File: src/rtl/debug_abstract_cmd_ctrl_pkg.sv
// Shared debug definitions: command field codes, cmderr codes, sequencer states.
package debug_abstract_cmd_ctrl_pkg;

  typedef enum logic [2:0] {
    ST_IDLE  = 3'd0,
    ST_CHECK = 3'd1,
    ST_XFER  = 3'd2,
    ST_EXEC  = 3'd3,
    ST_DONE  = 3'd4,
    ST_ABORT = 3'd5
  } state_e;

  localparam logic [7:0] CMDTYPE_ACCESS_REG = 8'd0;

  localparam logic [2:0] AARSIZE_32  = 3'd2;
  localparam logic [2:0] AARSIZE_64  = 3'd3;
  localparam logic [2:0] AARSIZE_128 = 3'd4;

  localparam logic [2:0] CMDERR_NONE   = 3'd0;
  localparam logic [2:0] CMDERR_BUSY   = 3'd1;
  localparam logic [2:0] CMDERR_NOTSUP = 3'd2;
  localparam logic [2:0] CMDERR_EXC    = 3'd3;
  localparam logic [2:0] CMDERR_HALT   = 3'd4;
  localparam logic [2:0] CMDERR_OTHER  = 3'd7;

  // Fields of an Access Register command kept for the duration of a command
  typedef struct packed {
    logic [7:0]  cmdtype;
    logic [2:0]  aarsize;
    logic        postexec;
    logic        transfer;
    logic        write;
    logic [15:0] regno;
  } acc_cmd_t;

  // Number of data bits moved by a given aarsize code
  function automatic logic [31:0] aarsize_bits(input logic [2:0] aarsize);
    return 32'd8 << aarsize;
  endfunction

  // Only 32/64/128-bit accesses are supported, and only if they fit the data path
  function automatic logic aarsize_legal(input logic [2:0] aarsize, input int unsigned dw);
    logic size_ok;
    size_ok = (aarsize == AARSIZE_32) || (aarsize == AARSIZE_64) || (aarsize == AARSIZE_128);
    return size_ok && (aarsize_bits(aarsize) <= dw);
  endfunction

endpackage

File: src/rtl/debug_abstract_cmd_ctrl_timeout_cnt.sv
// Wait-cycle counter for core handshakes; flags expiry once TIMEOUT cycles have elapsed.
module dbg_timeout_cnt #(
  parameter int unsigned TIMEOUT = 1023
) (
  input  logic CLK,
  input  logic RSTn,
  input  logic clr,
  input  logic en,
  output logic expired
);

  localparam int unsigned   CW      = $clog2(TIMEOUT + 1);
  localparam logic [CW-1:0] CNT_MAX = CW'(TIMEOUT);

  logic [CW-1:0] cnt_q, cnt_d;

  // Count enabled cycles, saturating at the limit; clear has priority
  always_comb begin
    cnt_d = cnt_q;
    if (clr) begin
      cnt_d = '0;
    end else if (en && (cnt_q != CNT_MAX)) begin
      cnt_d = cnt_q + CW'(1);
    end
  end

  // Counter register
  always_ff @(posedge CLK or negedge RSTn) begin
    if (!RSTn) cnt_q <= '0;
    else       cnt_q <= cnt_d;
  end

  assign expired = en && (cnt_q == CNT_MAX);

endmodule

File: src/rtl/debug_abstract_cmd_ctrl.sv
// Abstract command sequencer: decodes Access Register commands and drives the
// core monitor register-access and program-buffer handshakes.
module debug_abstract_cmd_ctrl
  import debug_abstract_cmd_ctrl_pkg::*;
#(
  parameter int unsigned DW      = 128,
  parameter int unsigned TIMEOUT = 1023
) (
  input  logic          CLK,
  input  logic          RSTn,
  input  logic          cmd_wr,
  input  logic [31:0]   cmd,
  input  logic [DW-1:0] arg_in,
  output logic [DW-1:0] res_out,
  output logic          res_wen,
  output logic          busy,
  output logic [2:0]    cmderr,
  input  logic [2:0]    cmderr_clr,
  input  logic          haltreq,
  input  logic          ndmreset,
  output logic          reqHalt,
  output logic          reqReset,
  input  logic          isHalt,
  input  logic          hasReset,
  output logic [DW-1:0] accessReg_arg,
  output logic [15:0]   accessReg_addr,
  output logic          accessReg_wen,
  output logic          accessReg_vaild,
  input  logic          accessReg_ready,
  input  logic [DW-1:0] accessReg_res,
  output logic          quickAccess_vaild,
  input  logic          quickAccess_ready,
  input  logic          isExpection
);

  state_e        state_q, state_d;
  acc_cmd_t      cmd_q, cmd_d;
  logic [DW-1:0] arg_q, arg_d;
  logic [DW-1:0] res_q, res_d;
  logic          res_wen_q, res_wen_d;
  logic          busy_q, busy_d;
  logic [2:0]    cmderr_q, cmderr_d;
  logic          req_halt_q, req_halt_d;
  logic          req_reset_q, req_reset_d;
  logic          has_reset_q, has_reset_d;

  logic          err_set;
  logic [2:0]    err_code;
  logic [2:0]    cmderr_left;
  logic          has_reset_rise;
  logic          to_clr, to_en, to_expired;
  logic [31:0]   xfer_bits;
  logic [DW-1:0] res_mask;
  logic          unused_cmd_bits;

  assign unused_cmd_bits = cmd[23] ^ cmd[19];
  assign has_reset_rise  = hasReset && !has_reset_q;
  assign xfer_bits       = aarsize_bits(cmd_q.aarsize);

  // Keep only the low 8<<aarsize bits of a read result
  always_comb begin
    res_mask = '0;
    for (int i = 0; i < DW; i++) begin
      res_mask[i] = (32'(i) < xfer_bits);
    end
  end

  // Next state, command latch, result capture and sticky error update
  always_comb begin
    state_d     = state_q;
    cmd_d       = cmd_q;
    arg_d       = arg_q;
    res_d       = res_q;
    res_wen_d   = 1'b0;
    busy_d      = busy_q;
    req_halt_d  = haltreq;
    req_reset_d = ndmreset;
    has_reset_d = hasReset;
    err_set     = 1'b0;
    err_code    = CMDERR_NONE;

    case (state_q)
      ST_IDLE: begin
        if (cmd_wr && (cmderr_q == CMDERR_NONE)) begin
          cmd_d.cmdtype  = cmd[31:24];
          cmd_d.aarsize  = cmd[22:20];
          cmd_d.postexec = cmd[18];
          cmd_d.transfer = cmd[17];
          cmd_d.write    = cmd[16];
          cmd_d.regno    = cmd[15:0];
          arg_d          = arg_in;
          busy_d         = 1'b1;
          state_d        = ST_CHECK;
        end
      end
      ST_CHECK: begin
        if (has_reset_rise) begin
          err_set = 1'b1; err_code = CMDERR_OTHER; state_d = ST_ABORT;
        end else if ((cmd_q.cmdtype != CMDTYPE_ACCESS_REG) ||
                     (cmd_q.transfer && !aarsize_legal(cmd_q.aarsize, DW))) begin
          err_set = 1'b1; err_code = CMDERR_NOTSUP; state_d = ST_DONE;
        end else if (!isHalt) begin
          err_set = 1'b1; err_code = CMDERR_HALT; state_d = ST_DONE;
        end else if (cmd_q.transfer) begin
          state_d = ST_XFER;
        end else if (cmd_q.postexec) begin
          state_d = ST_EXEC;
        end else begin
          state_d = ST_DONE;
        end
      end
      ST_XFER: begin
        if (has_reset_rise) begin
          err_set = 1'b1; err_code = CMDERR_OTHER; state_d = ST_ABORT;
        end else if (accessReg_ready) begin
          if (!cmd_q.write) begin
            res_d     = accessReg_res & res_mask;
            res_wen_d = 1'b1;
          end
          state_d = cmd_q.postexec ? ST_EXEC : ST_DONE;
        end else if (to_expired) begin
          err_set = 1'b1; err_code = CMDERR_OTHER; state_d = ST_ABORT;
        end
      end
      ST_EXEC: begin
        if (has_reset_rise) begin
          err_set = 1'b1; err_code = CMDERR_OTHER; state_d = ST_ABORT;
        end else if (isExpection) begin
          err_set = 1'b1; err_code = CMDERR_EXC; state_d = ST_DONE;
        end else if (quickAccess_ready) begin
          state_d = ST_DONE;
        end else if (to_expired) begin
          err_set = 1'b1; err_code = CMDERR_OTHER; state_d = ST_ABORT;
        end
      end
      ST_DONE, ST_ABORT: begin
        busy_d  = 1'b0;
        state_d = ST_IDLE;
      end
      default: state_d = ST_IDLE;
    endcase

    // Clear mask applies first; a new code loads only into an empty register
    cmderr_left = cmderr_q & ~cmderr_clr;
    cmderr_d    = cmderr_left;
    if (cmderr_left == CMDERR_NONE) begin
      if (err_set)               cmderr_d = err_code;
      else if (cmd_wr && busy_q) cmderr_d = CMDERR_BUSY;
    end
  end

  // State and output registers
  always_ff @(posedge CLK or negedge RSTn) begin
    if (!RSTn) begin
      state_q     <= ST_IDLE;
      cmd_q       <= '0;
      arg_q       <= '0;
      res_q       <= '0;
      res_wen_q   <= 1'b0;
      busy_q      <= 1'b0;
      cmderr_q    <= CMDERR_NONE;
      req_halt_q  <= 1'b0;
      req_reset_q <= 1'b0;
      has_reset_q <= 1'b0;
    end else begin
      state_q     <= state_d;
      cmd_q       <= cmd_d;
      arg_q       <= arg_d;
      res_q       <= res_d;
      res_wen_q   <= res_wen_d;
      busy_q      <= busy_d;
      cmderr_q    <= cmderr_d;
      req_halt_q  <= req_halt_d;
      req_reset_q <= req_reset_d;
      has_reset_q <= has_reset_d;
    end
  end

  // Wait budget restarts on every entry into a handshake state
  assign to_en  = (state_q == ST_XFER) || (state_q == ST_EXEC);
  assign to_clr = (state_d != state_q) && ((state_d == ST_XFER) || (state_d == ST_EXEC));

  dbg_timeout_cnt #(
    .TIMEOUT (TIMEOUT)
  ) u_timeout (
    .CLK     (CLK),
    .RSTn    (RSTn),
    .clr     (to_clr),
    .en      (to_en),
    .expired (to_expired)
  );

  assign accessReg_vaild   = (state_q == ST_XFER);
  assign accessReg_addr    = accessReg_vaild ? cmd_q.regno : 16'h0;
  assign accessReg_wen     = accessReg_vaild & cmd_q.write;
  assign accessReg_arg     = accessReg_vaild ? arg_q : '0;
  assign quickAccess_vaild = (state_q == ST_EXEC);

  assign res_out  = res_q;
  assign res_wen  = res_wen_q;
  assign busy     = busy_q;
  assign cmderr   = cmderr_q;
  assign reqHalt  = req_halt_q;
  assign reqReset = req_reset_q;

endmodule
File: config.mk
export PLATFORM = sky130hd
export DESIGN_NAME = debug_abstract_cmd_ctrl
export DESIGN_NICKNAME = d
export VERILOG_FILES = /design/src/rtl/debug_abstract_cmd_ctrl_pkg.sv /design/src/rtl/debug_abstract_cmd_ctrl_timeout_cnt.sv /design/src/rtl/debug_abstract_cmd_ctrl.sv
export SDC_FILE = /design/constraint.sdc
export NUM_CORES = 1
export LEC_CHECK = 0
export ABC_AREA = 1
export BUFFER_PORTS_ARGS = -buffer_cell sky130_fd_sc_hd__buf_2
export CORE_AREA = 2 2 224 226
export DETAILED_ROUTE_END_ITERATION = 10
export DIE_AREA = 0 0 226 228
export PLACE_DENSITY_LB_ADDON = 0.25
export SLEW_MARGIN = 20
export SYNTH_ARGS = -nofsm -noshare
export SYNTH_HDL_FRONTEND = slang
export SYNTH_SLANG_ARGS = --single-unit
export TNS_END_PERCENT = 100
File: constraint.sdc
create_clock -name CLK -period 1.69 [get_ports CLK]
set_input_delay 0.0845 -clock CLK [delete_from_list [all_inputs] [get_ports CLK]]
set_output_delay 0.0845 -clock CLK [all_outputs]
set_load 0.01 [all_outputs]
### Word-level counts from Yosys, hierarchy flattened

Cells that the tools add are included.

* add/subtract/negate cells: 1
* multiply operators: 0
* divide/modulo/power cells: 0
* magnitude comparators: 129
* equality and inequality tests: 14
* shift operators: 1
* multiplexer cells: 46
* bitwise operators: 6
* reductions and logical operators: 25

Operators by type and width (count)
* $lt A7 B32 Y1 const A: 64
* $lt A6 B32 Y1 const A: 32
* $lt A5 B32 Y1 const A: 16
* $lt A4 B32 Y1 const A: 8
* $and A128 B128 Y128: 1
* $lt A3 B32 Y1 const A: 4
* $mux W128: 1
* $mux W3: 24
* $lt A1 B32 Y1 const A: 2
* $lt A2 B32 Y1 const A: 2
* $le A32 B8 Y1 const B: 1
* $shl A4 B3 Y32 const A: 1
* $mux W10: 2
* $eq A3 B2 Y1 const B: 6
* $mux W16: 1
* $mux W1: 14
* $pmux W3 S4: 1
* $add A10 B1 Y10 const B: 1
* $eq A10 B10 Y1 const B: 1
* $ne A10 B10 Y1 const B: 1
* $eq A3 B3 Y1 const B: 3
* $logic_not A3 Y1: 3
* $pmux W3 S3: 1
* $logic_and A1 B1 Y1: 8
* 16 further kinds: 24

* bits in registers: 307
* bits in latches: 0
* RAM bits: 0
* memory bits (read-only): 0
* input port bits: 301
* output and inout port bits: 282
* logic and storage cells: 238
* memories kept: 0

### Longest topological paths before layout

Gate-level depths: netlist of the first run.

* word-level depth: 14
* depth in mapped cells: 12
* depth with buffers taken out: 12

### Modules after synthesis

From an unflattened synthesis of the first run, not the netlist that was laid out.

* cell total of the unflattened synthesis: 1601
* area total of the unflattened synthesis: 13181.4 um2

By module, submodules not included
* debug_abstract_cmd_ctrl: times used 1, cells an instance 1513, area each 12548.3 um2, sequential area each 7432.1 um2
* dbg_timeout_cnt: times used 1, cells an instance 88, area each 633.1 um2, sequential area each 250.2 um2

### Worst setup path after synthesis of the first run

OpenSTA, ideal clock, no wires.

* path type: reg2reg
* start point: register u_timeout.cnt_q[0]
* end point: register u_timeout.cnt_q[9]
* setup time: 120 ps
* data arrival time: 1590 ps
* data required time: 1570 ps
* path slack: -20 ps
* stages on the path, launching flop included: 12
* path buffers: 0
* period minus slack after synthesis: 1710 ps
* path through: dfrtp_1 -> ha_1 -> nand2_1 -> nor2_1 -> nand2_1 -> nor2_1 -> inv_2 -> nand2_2 -> or2_1 -> nor3_1 -> xnor2_1 -> nor2_1

* longest elaborated chain between the ends: 11
* elaborated cells between the ends (all ways): 20
* classes of those cells: 1 x add/sub; 5 x eq/ne; 9 x mux; 5 x reduce/logical

Ends and longest elaborated chain
* from (decl): RTL line debug_abstract_cmd_ctrl_timeout_cnt.sv:15 `logic [CW-1:0] cnt_q, cnt_d;`
* from (signal assigned): RTL line debug_abstract_cmd_ctrl_timeout_cnt.sv:30 `else cnt_q <= cnt_d;`
* $eq A10 B10 Y1: RTL line debug_abstract_cmd_ctrl_timeout_cnt.sv:33 `assign expired = en && (cnt_q == CNT_MAX);`
* $logic_and A1 B1 Y1: RTL line debug_abstract_cmd_ctrl_timeout_cnt.sv:33
* $mux W3: RTL line debug_abstract_cmd_ctrl.sv:121, debug_abstract_cmd_ctrl.sv:132
* $mux W3: RTL line debug_abstract_cmd_ctrl.sv:130 `end else if (quickAccess_ready) begin`
* $mux W3: RTL line debug_abstract_cmd_ctrl.sv:128 `end else if (isExpection) begin`
* $mux W3: RTL line debug_abstract_cmd_ctrl.sv:126 `if (has_reset_rise) begin`
* $pmux W3 S4: RTL line debug_abstract_cmd_ctrl.sv:82 `case (state_q)`
* $eq A3 B2 Y1: RTL line debug_abstract_cmd_ctrl.sv:181 `assign to_clr = (state_d != state_q) && ((state_d == ST_XFER) || (state_d == ST_EXEC));`
* $logic_or A1 B1 Y1: RTL line debug_abstract_cmd_ctrl.sv:181
* $logic_and A1 B1 Y1: RTL line debug_abstract_cmd_ctrl.sv:181
* $mux W10 or $reduce_bool A2 Y1 (tied branches)

Parallel ways exist; a longest one is shown, timed or not. The select of a mux whose other input is x is not followed.
A chain may end at the register's enable or synchronous reset.

### Worst setup path after layout of the first run

* start point: register state_q[2]
* end point: output accessReg_arg[34]

* longest elaborated chain between the ends: 2

Ends and longest elaborated chain
* from (decl): RTL line debug_abstract_cmd_ctrl.sv:36 `state_e state_q, state_d;`
* from (signal assigned): RTL line debug_abstract_cmd_ctrl.sv:166 `state_q <= state_d;`
* $eq A3 B2 Y1: RTL line debug_abstract_cmd_ctrl.sv:193 `assign accessReg_vaild = (state_q == ST_XFER);`
* $mux W128: RTL line debug_abstract_cmd_ctrl.sv:196 `assign accessReg_arg = accessReg_vaild ? arg_q : '0;`
* to (decl): RTL line debug_abstract_cmd_ctrl.sv:25 `output logic [DW-1:0] accessReg_arg,`

Every way passes these cells.

==> results of run 1 <==
state kept, by name, indices dropped and copies added (netlist names), 3 cells and up:
| register | flops |
|---|---|
| u_timeout.cnt_q | 10 |
| arg_q | 128 |
| cmderr | 3 |
| res_out | 128 |
| cmd_q | 30 |
| state_q | 3 |
power groups by stage:
stage	clock [W]	sequential [W]	combinational, W
after floorplan	0	0.00998	0.00413
after global placement	0	0.0100	0.00626
after detailed placement	0	0.0101	0.00643
after CTS	0.00873	0.00996	0.00729
after global routing	0.00896	0.0102	0.00875
final	0.00846	0.00998	0.00787
what timing repair did:
item,4_1_cts,5_1_grt
hold endpoints to repair,590,0
setup endpoints to repair,232,434
resized for setup,210,204
setup buffers,17,6
hold buffers,298,0
pin swaps,15,17
gates cloned,18,12
worst max-delay path, delay by kind of cell, from the launching register on:
family / cells / cell delay, ns
buf+inv: 3 / 0.47
flops: 1 / 0.44
simple gates: 3 / 0.37
path summary, 6_finish.rpt:
check / from / end / slack, ns / cells past startpoint
setup / recovery: state_q[2] / accessReg_arg[34] / -0.24 / 6
hold / removal: RSTn / res_out[117] / 0.05 / 2
setup reg to reg: state_q[2] / res_out[103] / -0.19 / 9
hold reg to reg: res_out[10] / res_out[10] / 0.47 / 2
max in group asynchronous: RSTn / cmd_q[27] / 0.92 / 4
min in group CLK: haltreq / reqHalt / 0.19 / 2
layout make-up:
class | count | area (sq um) | area share (%)
Clock buffer | 54 | 1135 | 4.739
Sequential cell | 307 | 7685 | 32.09
Timing Repair Buffer | 1002 | 8294 | 34.63
Clock inverter | 15 | 162.7 | 0.6792
Multi-Input combinational cell | 973 | 5120 | 21.38
Timing Repair inverter | 1 | 20.02 | 0.08359
Antenna cell | 1 | 2.502 | 0.01045
Inverter | 172 | 689.4 | 2.879
Tap cell | 672 | 840.8 | 3.511
kinds of logic (layout without fill, tap and decap cells):
group / count (synthesis) / count (layout) / share of synthesized area, %
flip-flops: 307 / 307 / 59.06
AO/OA/AOI/OAI: 163 / 163 / 6.416
multiplexers: 11 / 11 / 0.9523
adder cells (fa/ha/maj): 1 / 1 / 0.09618
AND/OR/NAND/NOR: 789 / 789 / 24.77
other: 0 / 1 / 0
XOR/XNOR: 9 / 9 / 0.6060
buffers and inverters: 261 / 1244 / 8.099
per-stage QoR:
step,setup WS (ns),utilization [%],power (W),cell area (sq um),setup TNS [ns]
floorplan,0.02510,-,0.01410,13010,0
global placement,-0.05487,34.81,0.01630,17180,-0.4015
detailed placement,-0.09782,34.81,0.01651,17180,-0.8999
CTS,-0.2608,46.29,0.02597,22840,-55.92
global route,-0.3273,48.53,0.02791,23950,-84.81
finish,-0.2394,48.53,0.02630,23950,-47.93
per-layer routing:
metal  wire, um  global-route usage, %  share of wire (%)  vias to the layer above
li1           -                      -                  -                     6722
met1      20850                  22.46                 39                     6764
met2      26870                  33.84                 50                      632
met3       4398                  5.126                8.2                      120
met4       1636                  7.099                3.0                        0
met5          0                      0                  0                        -
Yosys cell counts:
| cell | instances | area share, % |
|---|---|---|
| o311ai_0 | 1 | 0.067 |
| nor4_4 | 1 | 0.16 |
| nand2_2 | 3 | 0.14 |
| a21oi_2 | 1 | 0.067 |
| dfrtp_1 | 307 | 59 |
| nand2_1 | 308 | 8.9 |
| nor2_1 | 324 | 9.3 |
| nor3b_1 | 1 | 0.058 |
| inv_1 | 166 | 4.8 |
| ha_1 | 1 | 0.096 |
| a31oi_1 | 1 | 0.048 |
| inv_2 | 6 | 0.17 |
| buf_2 | 26 | 1.0 |
| xnor2_1 | 2 | 0.13 |
| nor3_1 | 4 | 0.15 |
| or2_1 | 3 | 0.14 |
| mux2_2 | 11 | 0.95 |
| buf_4 | 11 | 0.63 |
| clkbuf_1 | 41 | 1.2 |
| nand4_1 | 8 | 0.38 |
| nand3_1 | 133 | 5.1 |
| buf_1 | 11 | 0.32 |
| nand2_4 | 1 | 0.087 |
| a21oi_1 | 151 | 5.8 |
| nand3_2 | 1 | 0.077 |
| xor2_1 | 7 | 0.47 |
| o211ai_2 | 1 | 0.096 |
| nor2_8 | 1 | 0.15 |
| o211ai_1 | 1 | 0.058 |
| nor2_2 | 1 | 0.048 |
| o21ai_0 | 7 | 0.27 |
==> flow_summary.yaml, run 1 <==
outcome:
  status: "complete, but fails checks"
  failed_checks: "setup timing"
global_routing:
  antenna_found_initial: 1
  grt_pass1_wl_um: 78470
  grt_max_degree: 56
  grt-ovfl-total: 0
  grt_pass1_vias: 14680
  grt_use_total_pct: 19.31
clock_network:
  root_buffer: "clkbuf_16"
  htree_levels: 2
  path_clk_slew_ns: 0.06
  worst_skew_pair.late_latency_ns: 0.54
  cts.sinks: 307
  cts.path.max_buffers: 3
  numCtsBuffers: 38
  cts_tree: "done"
routing:
  drt-total-wl_um: 53750
  antenna_left: 0
  avgRoutedWirePerCell_um: 16.81
  vias: 14238
  drc: 0
  first_iter_violations: 705
  avgViaCountPerCell: 4.454
  firstDrtPassIters: 5
sta:
  finClkSkew_ns: 0.01038
  fin_crit_sh_pct: 114.2
  slew_headroom_pct: 58.94
  setup_viol: 399
  rsz0062_at_grt: "true"
  min_period_ns: 1.929
  worstMarginPinSlew_ns: 0.6159
  whs_ns: 0.04576
  max_freq_mhz: 518.3
  slew_viol_final: 0
  hold_viol: 0
  worst_slack_ns: -0.2394
die:
  die_x_um: 226
  num_io_pins: 583
  rows: 82
  die_area_sq_mm: 0.05153
  initial_core_util_pct: 26.36
  die_h_um: 228
  core_sq_mm: 0.04935
placed_design:
  dp_hpwl_um: 33930
  post-place-cells: 2778
  gp_congestion: 0.8531
  port_buffers: 580
setup_path:
  worstPathArrival_ns: 1.84
  critPathLaunchType: "flop"
  crit_slowest_cell: "dfrtp_2"
  cpPeakStageDelay_ns: 0.44
  path_class: "flop to primary output"
  worstPathRequired_ns: 1.61
  crit_chain: "nor2_8 > nand2_8 > buf_16 > buf_16 > nor2_1 > buf_2"
  crit_path_max_fanout: 12
  endpoint_kind: "primary output"
  critPathMostFrequentCell: "buf_16"
yosys:
  synth_area_sq_mm: 0.01301
  ys_seq_area_share_pct: 59.06
  syn-num-nets: 1843
  postSynthAreaPerCell_sq_um: 8.441
  synth_cell_types: 31
  synth-seq-cells: 307
  synthCells: 1541
  yosys_warnings: 0
layout:
  drive_gt1_share_pct: 38.43
  final_common_cell: "buf_2"
  final_cell_mix: "buf_2 (501), dfrtp_1 (305), dlygate4sd3_1 (298)"
  final_cells: 3197
  final_nets: 2797
  nFillCells: 4421
  area_growth_pct: 84.12
power:
  comb_power_share_pct: 29.9
  p_int_w: 0.01742
  leakagePower_nw: 12.94
  pwr-share-seq_pct: 37.9
  switchingPower_w: 0.008880
  switching_share_pct: 33.76
  power_density_mw_per_mm2: 1098
  vdd_drop_max_uv: 979.3
  clkPwrFrac_pct: 32.2
hold_path:
  hold_path.class: "primary input to asynchronous set/reset pin"
run:
  maxCapViolations: 0
No activity file was read; power rests on OpenSTA's default activity.
==> run 2: changes to the inputs <==
--- a/config.mk
+++ b/config.mk
@@ -5,11 +5,10 @@
 export SDC_FILE = /design/constraint.sdc
 export NUM_CORES = 1
 export LEC_CHECK = 0
-export ABC_AREA = 1
 export BUFFER_PORTS_ARGS = -buffer_cell sky130_fd_sc_hd__buf_2
-export CORE_AREA = 2 2 224 226
+export CORE_AREA = 2 2 227 229
 export DETAILED_ROUTE_END_ITERATION = 10
-export DIE_AREA = 0 0 226 228
+export DIE_AREA = 0 0 229 231
 export PLACE_DENSITY_LB_ADDON = 0.25
 export SLEW_MARGIN = 20
 export SYNTH_ARGS = -nofsm -noshare
==> run 2 against run 1 <==
Effect of this change: the flow still finishes with violations (setup timing); critical path type unchanged; setup slack worse by 0.18 ns; clock-buffer cell count up 2; non-clock buffer count grew 16; hold slack better by 0.023 ns; total power increased by 4.0%.
==> flow_summary.yaml, run 2 <==
outcome:
  status: "complete, but fails checks"
  failed_checks: "setup timing"
setup_path:
  crit_slowest_cell: "dfrtp_1"
  crit_path_max_fanout: 28
  critPathLaunchType: "flop"
  crit_chain: "buf_6 > nand2b_4 > nor2_4 > buf_12 > buf_16 > and2_1 > buf_2"
  crit_buf_inv: 4
  path_class: "flop to primary output"
  cpPeakStageDelay_ns: 0.39
  worstPathArrival_ns: 2.02
  worstPathRequired_ns: 1.61
  endpoint_kind: "primary output"
  crit_family: "buffers and inverters"
layout:
  final_common_cell: "buf_2"
  final_cell_mix: "buf_2 (528), dfrtp_1 (305), dlygate4sd3_1 (295)"
  final_nets: 2463
  area_growth_pct: 77.23
  drive_gt1_share_pct: 45.35
  final_cells: 2870
  nFillCells: 4603
die:
  num_io_pins: 583
  die_x_um: 229
  initial_core_util_pct: 26.34
  die_area_sq_mm: 0.05290
  die_h_um: 231
  core_sq_mm: 0.05068
  rows: 83
placed_design:
  port_buffers: 580
  gp_congestion: 0.8152
  dp_hpwl_um: 32200
  post-place-cells: 2445
  post-place-ws_ns: -0.1302
sta:
  setup_viol: 445
  slew_headroom_pct: 48.95
  min_period_ns: 2.108
  finClkSkew_ns: 0.009106
  worst_slack_ns: -0.4181
  slew_viol_final: 0
  fin_crit_sh_pct: 124.7
  worstMarginPinSlew_ns: 0.7657
  hold_viol: 0
  rsz0062_at_grt: "true"
  max_freq_mhz: 474.4
clock_network:
  path_clk_slew_ns: 0.06
  cts.path.max_buffers: 3
  cts.sinks: 307
  htree_levels: 2
  worst_skew_pair.late_latency_ns: 0.54
  root_buffer: "clkbuf_16"
  numCtsBuffers: 37
  cts_tree: "done"
power:
  vdd_drop_max_uv: 684.9
  power_density_mw_per_mm2: 1156
  leakagePower_nw: 12.44
yosys:
  synth_commonest_cells: "dfrtp_1 (307), nand2_1 (275), and2_1 (148)"
  yosys_warnings: 0
  synthCells: 1183
  synth_area_sq_mm: 0.01335
  async_flop_share_pct: 100.0
  synth-seq-cells: 307
  syn-num-nets: 1485
  postSynthAreaPerCell_sq_um: 11.29
  synth_cell_types: 51
  synthFlopType: "dfrtp_1"
  synth_top_area_cell: "dfrtp_1"
  synthTopCellsByArea: "dfrtp_1 (58%), nand2_1 (7.7%), mux2_4 (7.1%), and2_1 (6.9%), mux2_2 (5.1%)"
  yosysMostFrequentCell: "dfrtp_1"
  netlist.area_leader.share_pct: 57.54
  synth_edf_count: 0
  ys_seq_area_share_pct: 57.54
routing:
  avgRoutedWirePerCell_um: 18.12
  first_iter_violations: 498
  drc: 0
  avgViaCountPerCell: 4.437
  firstDrtPassIters: 5
  antenna_left: 0
  vias: 12734
  drt-total-wl_um: 52000
global_routing:
  grt_max_degree: 56
  grt_use_total_pct: 19.43
  grt_pass1_wl_um: 80010
  grt-ovfl-total: 0
  grt_pass1_vias: 13740
  antenna_found_initial: 6
run:
  maxCapViolations: 0
hold_path:
  hold_path.class: "primary input to asynchronous set/reset pin"
[run 2: cell count changes in the layout (fill, tap and decap cells not counted), sizes merged, moves of 25 or more]
cell | before | now
nor2 | 326 | 18
inv | 173 | 4
nand2 | 312 | 276
mux2 | 11 | 158
a21oi | 152 | 4
and2 | 0 | 148
buf | 695 | 720
[run 2: worst paths after layout]
path                                      end            start  slack [ns]  depth (start not counted)
max                        accessReg_arg[115]       state_q[2]       -0.42                          7
min                                res_out[0]             RSTn        0.07                          2
min in group CLK                   state_q[0]  accessReg_ready        0.07                          3
max reg2reg                         arg_q[67]       state_q[2]       -0.35                          8
max in group asynchronous         res_out[77]             RSTn        0.90                          3
min reg2reg                       res_out[84]      res_out[84]        0.46                          2
[run 2: repair_timing]
item	CTS	global route
endpoints found under the hold margin	600	0
setup buffers	24	2
hold buffers	295	0
gates resized for setup	173	54
endpoints found under the setup margin	417	447
pin swaps	104	2
cloned	38	0
[run 2: logic make-up (layout without fill, tap and decap cells)]
kind of cell | Yosys count | after routing | synth area share (%)
AND/OR/NAND/NOR | 598 | 598 | 21.72
adder cells (fa/ha/maj) | 1 | 1 | 0.09371
multiplexers | 160 | 160 | 15.25
XOR/XNOR | 8 | 8 | 0.5249
buffers and inverters | 82 | 1082 | 3.290
other | 0 | 7 | 0
flip-flops | 307 | 307 | 57.54
AO/OA/AOI/OAI | 27 | 27 | 1.575
[run 2: area by class of cell]
cell class | instances | area [sq um] | share of cell area (%)
Sequential cell | 307 | 7685 | 32.48
Timing Repair inverter | 1 | 11.26 | 0.04759
Tap cell | 680 | 850.8 | 3.596
Multi-Input combinational cell | 794 | 5555 | 23.48
Timing Repair Buffer | 1018 | 8386 | 35.44
Clock inverter | 5 | 56.30 | 0.2380
Inverter | 2 | 20.02 | 0.08461
Clock buffer | 56 | 1080 | 4.564
Antenna cell | 7 | 17.52 | 0.07403
[run 2: metal layers]
layer / vias up / wire (um) / track usage, %
met3: 81 / 4075 / 5.707
met2: 531 / 26380 / 34.64
met5: - / 0 / 0
met1: 6229 / 20260 / 22.51
li1: 5893 / - / -
met4: 0 / 1293 / 5.682
[run 2: stage by stage]
step	hold slack, ns	instance area (sq um)	setup TNS [ns]	total power [W]	util, %
detailed placement	0.04570	17480	-10.90	0.01774	34.49
finish	0.06862	23660	-105.33	0.02736	46.69
CTS	0.02749	23510	-103.35	0.02760	46.38
global placement	0.04661	17480	-9.119	0.01751	34.49
global route	0.07111	23660	-145.67	0.02883	46.68
floorplan	-0.2111	13350	0	0.01534	-
[run 2: report_power, final]
group	total, W	switching [W]	leakage, nW	internal [W]
sequential	0.0107	0.00117	3.88	0.00950
combinational	0.00906	0.00349	8.01	0.00558
clock	0.00764	0.00310	0.551	0.00454
total	0.0274	0.00775	12.4	0.0196
==> run 3: changes to the inputs <==
==> constraint.sdc (replaced) <==
create_clock -name CLK -period 1.69 [get_ports CLK]
set_input_delay 0.169 -clock CLK [delete_from_list [all_inputs] [get_ports CLK]]
set_output_delay 0.169 -clock CLK [all_outputs]
set_load 0.01 [all_outputs]
==> run 3 against run 2 <==
Effect of this change: the run still ends with setup timing left; via count down 4.1%; non-clock buffer count down 42; critical path depth unchanged; clock skew up 0.0092 ns; critical path type unchanged.
==> flow_summary.yaml, run 3 (synthesized netlist as in run 2, its figures left out) <==
global_routing:
  grt_max_degree: 66
  grt_pass1_wl_um: 71700
  antenna_found_initial: 0
  grt_use_total_pct: 17.01
  grt-ovfl-total: 0
  grt_pass1_vias: 13062
layout:
  nFillCells: 4755
  final_cell_mix: "buf_2 (493), dfrtp_1 (305), dlygate4sd3_1 (293)"
  final_nets: 2420
  final_cell_area_sq_mm: 0.02266
  drive_gt1_share_pct: 44.10
  area_growth_pct: 69.72
  n_antenna_cell: 0
  final_common_cell: "buf_2"
setup_path:
  crit_start: "state_q[2]"
  reg2reg_slack_ns: -0.11
  rr_worst_depth: 5
  crit_family: "buffers and inverters"
  worstPathRequired_ns: 1.52
  rr_startpoint: "cmd_q[27]"
  crit_path_max_fanout: 8
  path_depth: 7
  worstPathArrival_ns: 1.95
  crit_slowest_cell: "dfrtp_1"
  critPathLaunchType: "flop"
  crit_buf_inv: 4
  worstSetupEndpoint: "accessReg_arg[73]"
  path_class: "flop to primary output"
  crit_chain: "nand2b_4 > nor2_4 > buf_12 > buf_12 > clkbuf_16 > and2_4 > buf_6"
  cpPeakStageDelay_ns: 0.38
  endpoint_kind: "primary output"
  critPathMostFrequentCell: "buf_12"
  reg2reg_to: "cmderr[2]"
die:
  num_io_pins: 583
  die_h_um: 231
  die_x_um: 229
  core_sq_mm: 0.05068
  rows: 83
  initial_core_util_pct: 26.34
  die_area_sq_mm: 0.05290
routing:
  avgRoutedWirePerCell_um: 16.66
  antenna_left: 0
  firstDrtPassIters: 4
  vias: 12216
  drc: 0
  avgViaCountPerCell: 4.338
  first_iter_violations: 394
  drt-total-wl_um: 46920
hold_path:
  hp-start: "isHalt"
  hold_path.class: "primary input to flop"
clock_network:
  root_buffer: "clkbuf_16"
  cts.sinks: 307
  path_clk_slew_ns: 0.06
  cts.path.max_buffers: 3
  worst_skew_pair.late_latency_ns: 0.53
  numCtsBuffers: 37
  cts_tree: "done"
  htree_levels: 2
power:
  pwr-share-seq_pct: 41.4
  clkPwrFrac_pct: 29.5
  power_density_mw_per_mm2: 1141
  leakagePower_nw: 11.93
  switchingPower_w: 0.007329
  p_int_w: 0.01853
  switching_share_pct: 28.34
  vdd_drop_max_uv: 803.6
  comb_power_share_pct: 29.1
sta:
  slew_headroom_pct: 49.01
  max_freq_mhz: 472.5
  fin_crit_sh_pct: 125.2
  hold_viol: 0
  slew_viol_final: 0
  whs_ns: 0.05022
  worst_slack_ns: -0.4262
  setup_viol: 310
  rsz0062_at_grt: "true"
  worstMarginPinSlew_ns: 0.7649
  finClkSkew_ns: 0.01833
  min_period_ns: 2.116
  finalSetupTns_ns: -58.39
placed_design:
  gp_congestion: 0.8631
  port_buffers: 580
  post-place-ws_ns: -0.1248
  dp_hpwl_um: 32150
  placed_area_sq_mm: 0.01760
outcome:
  failed_checks: "setup timing"
  status: "complete, but fails checks"
run:
  maxCapViolations: 0
run 3: changes by cell type in the layout (fill, tap and decap cells not counted), sizes merged, moves of 2 or more:
cell         delta
dlygate4sd3     -2
bufbuf          -3
clkinv          +4
diode           -7
buf            -39
bufinv          +2
clkbuf          -7
run 3: how the worst min path moves through the flow:
stage,end,cells after the start,slack (ns)
5_1_grt,cmderr[2],3,0.04
4_1_cts,state_q[2],4,0.0007
3_5_place_dp,res_out[1],1,0.17
2_1_floorplan,arg_q[0],0,-0.13
6_report,state_q[2],4,0.05
3_3_place_gp,res_out[1],1,0.17
run 3: per-stage QoR:
stage | utilization [%] | std cells | power (W)
2_1_floorplan | - | 1183 | 0.01534
3_3_place_gp | 34.73 | 2451 | 0.01735
3_5_place_dp | 34.73 | 2451 | 0.01758
4_1_cts | 43.55 | 2811 | 0.02606
5_1_grt | 44.71 | 2816 | 0.02734
6_report | 44.71 | 2816 | 0.02586
run 3: cell type report:
cell class / count / area, sq um / area share, %
Sequential cell: 307 / 7685 / 33.92
Timing Repair Buffer: 976 / 7521 / 33.19
Clock buffer: 47 / 993.5 / 4.385
Clock inverter: 10 / 132.6 / 0.5853
Multi-Input combinational cell: 794 / 5465 / 24.12
Tap cell: 680 / 850.8 / 3.755
Inverter: 2 / 10.01 / 0.04418
run 3: repair_timing:
action	4_1_cts	5_1_grt
setup buffers	8	7
setup endpoints to repair	370	358
endpoints found under the hold margin	334	0
gates cloned	2	3
pin swaps	2	53
gates resized for setup	68	130
hold buffers	293	0
run 3: metal layers:
layer  GRT usage (%)  wire [um]
met5               0          0
met4           4.363        876
met3           5.101       3551
met1           19.82      18730
met2           30.38      23760
run 3: worst register-to-register path, delay by kind of cell (launching register included):
kind               cells  cell delay [ns]
AOI/OAI and AO/OA      2             0.51
and+or+nand+nor        3             0.84
DFF                    1             0.37
run 3: power groups by stage:
stage	sequential, W	combinational, W	clock [W]
2_1_floorplan	0.0103	0.00501	0
3_3_place_gp	0.0106	0.00671	0
3_5_place_dp	0.0106	0.00694	0
4_1_cts	0.0106	0.00753	0.00792
5_1_grt	0.0110	0.00815	0.00822
6_report	0.0107	0.00752	0.00764
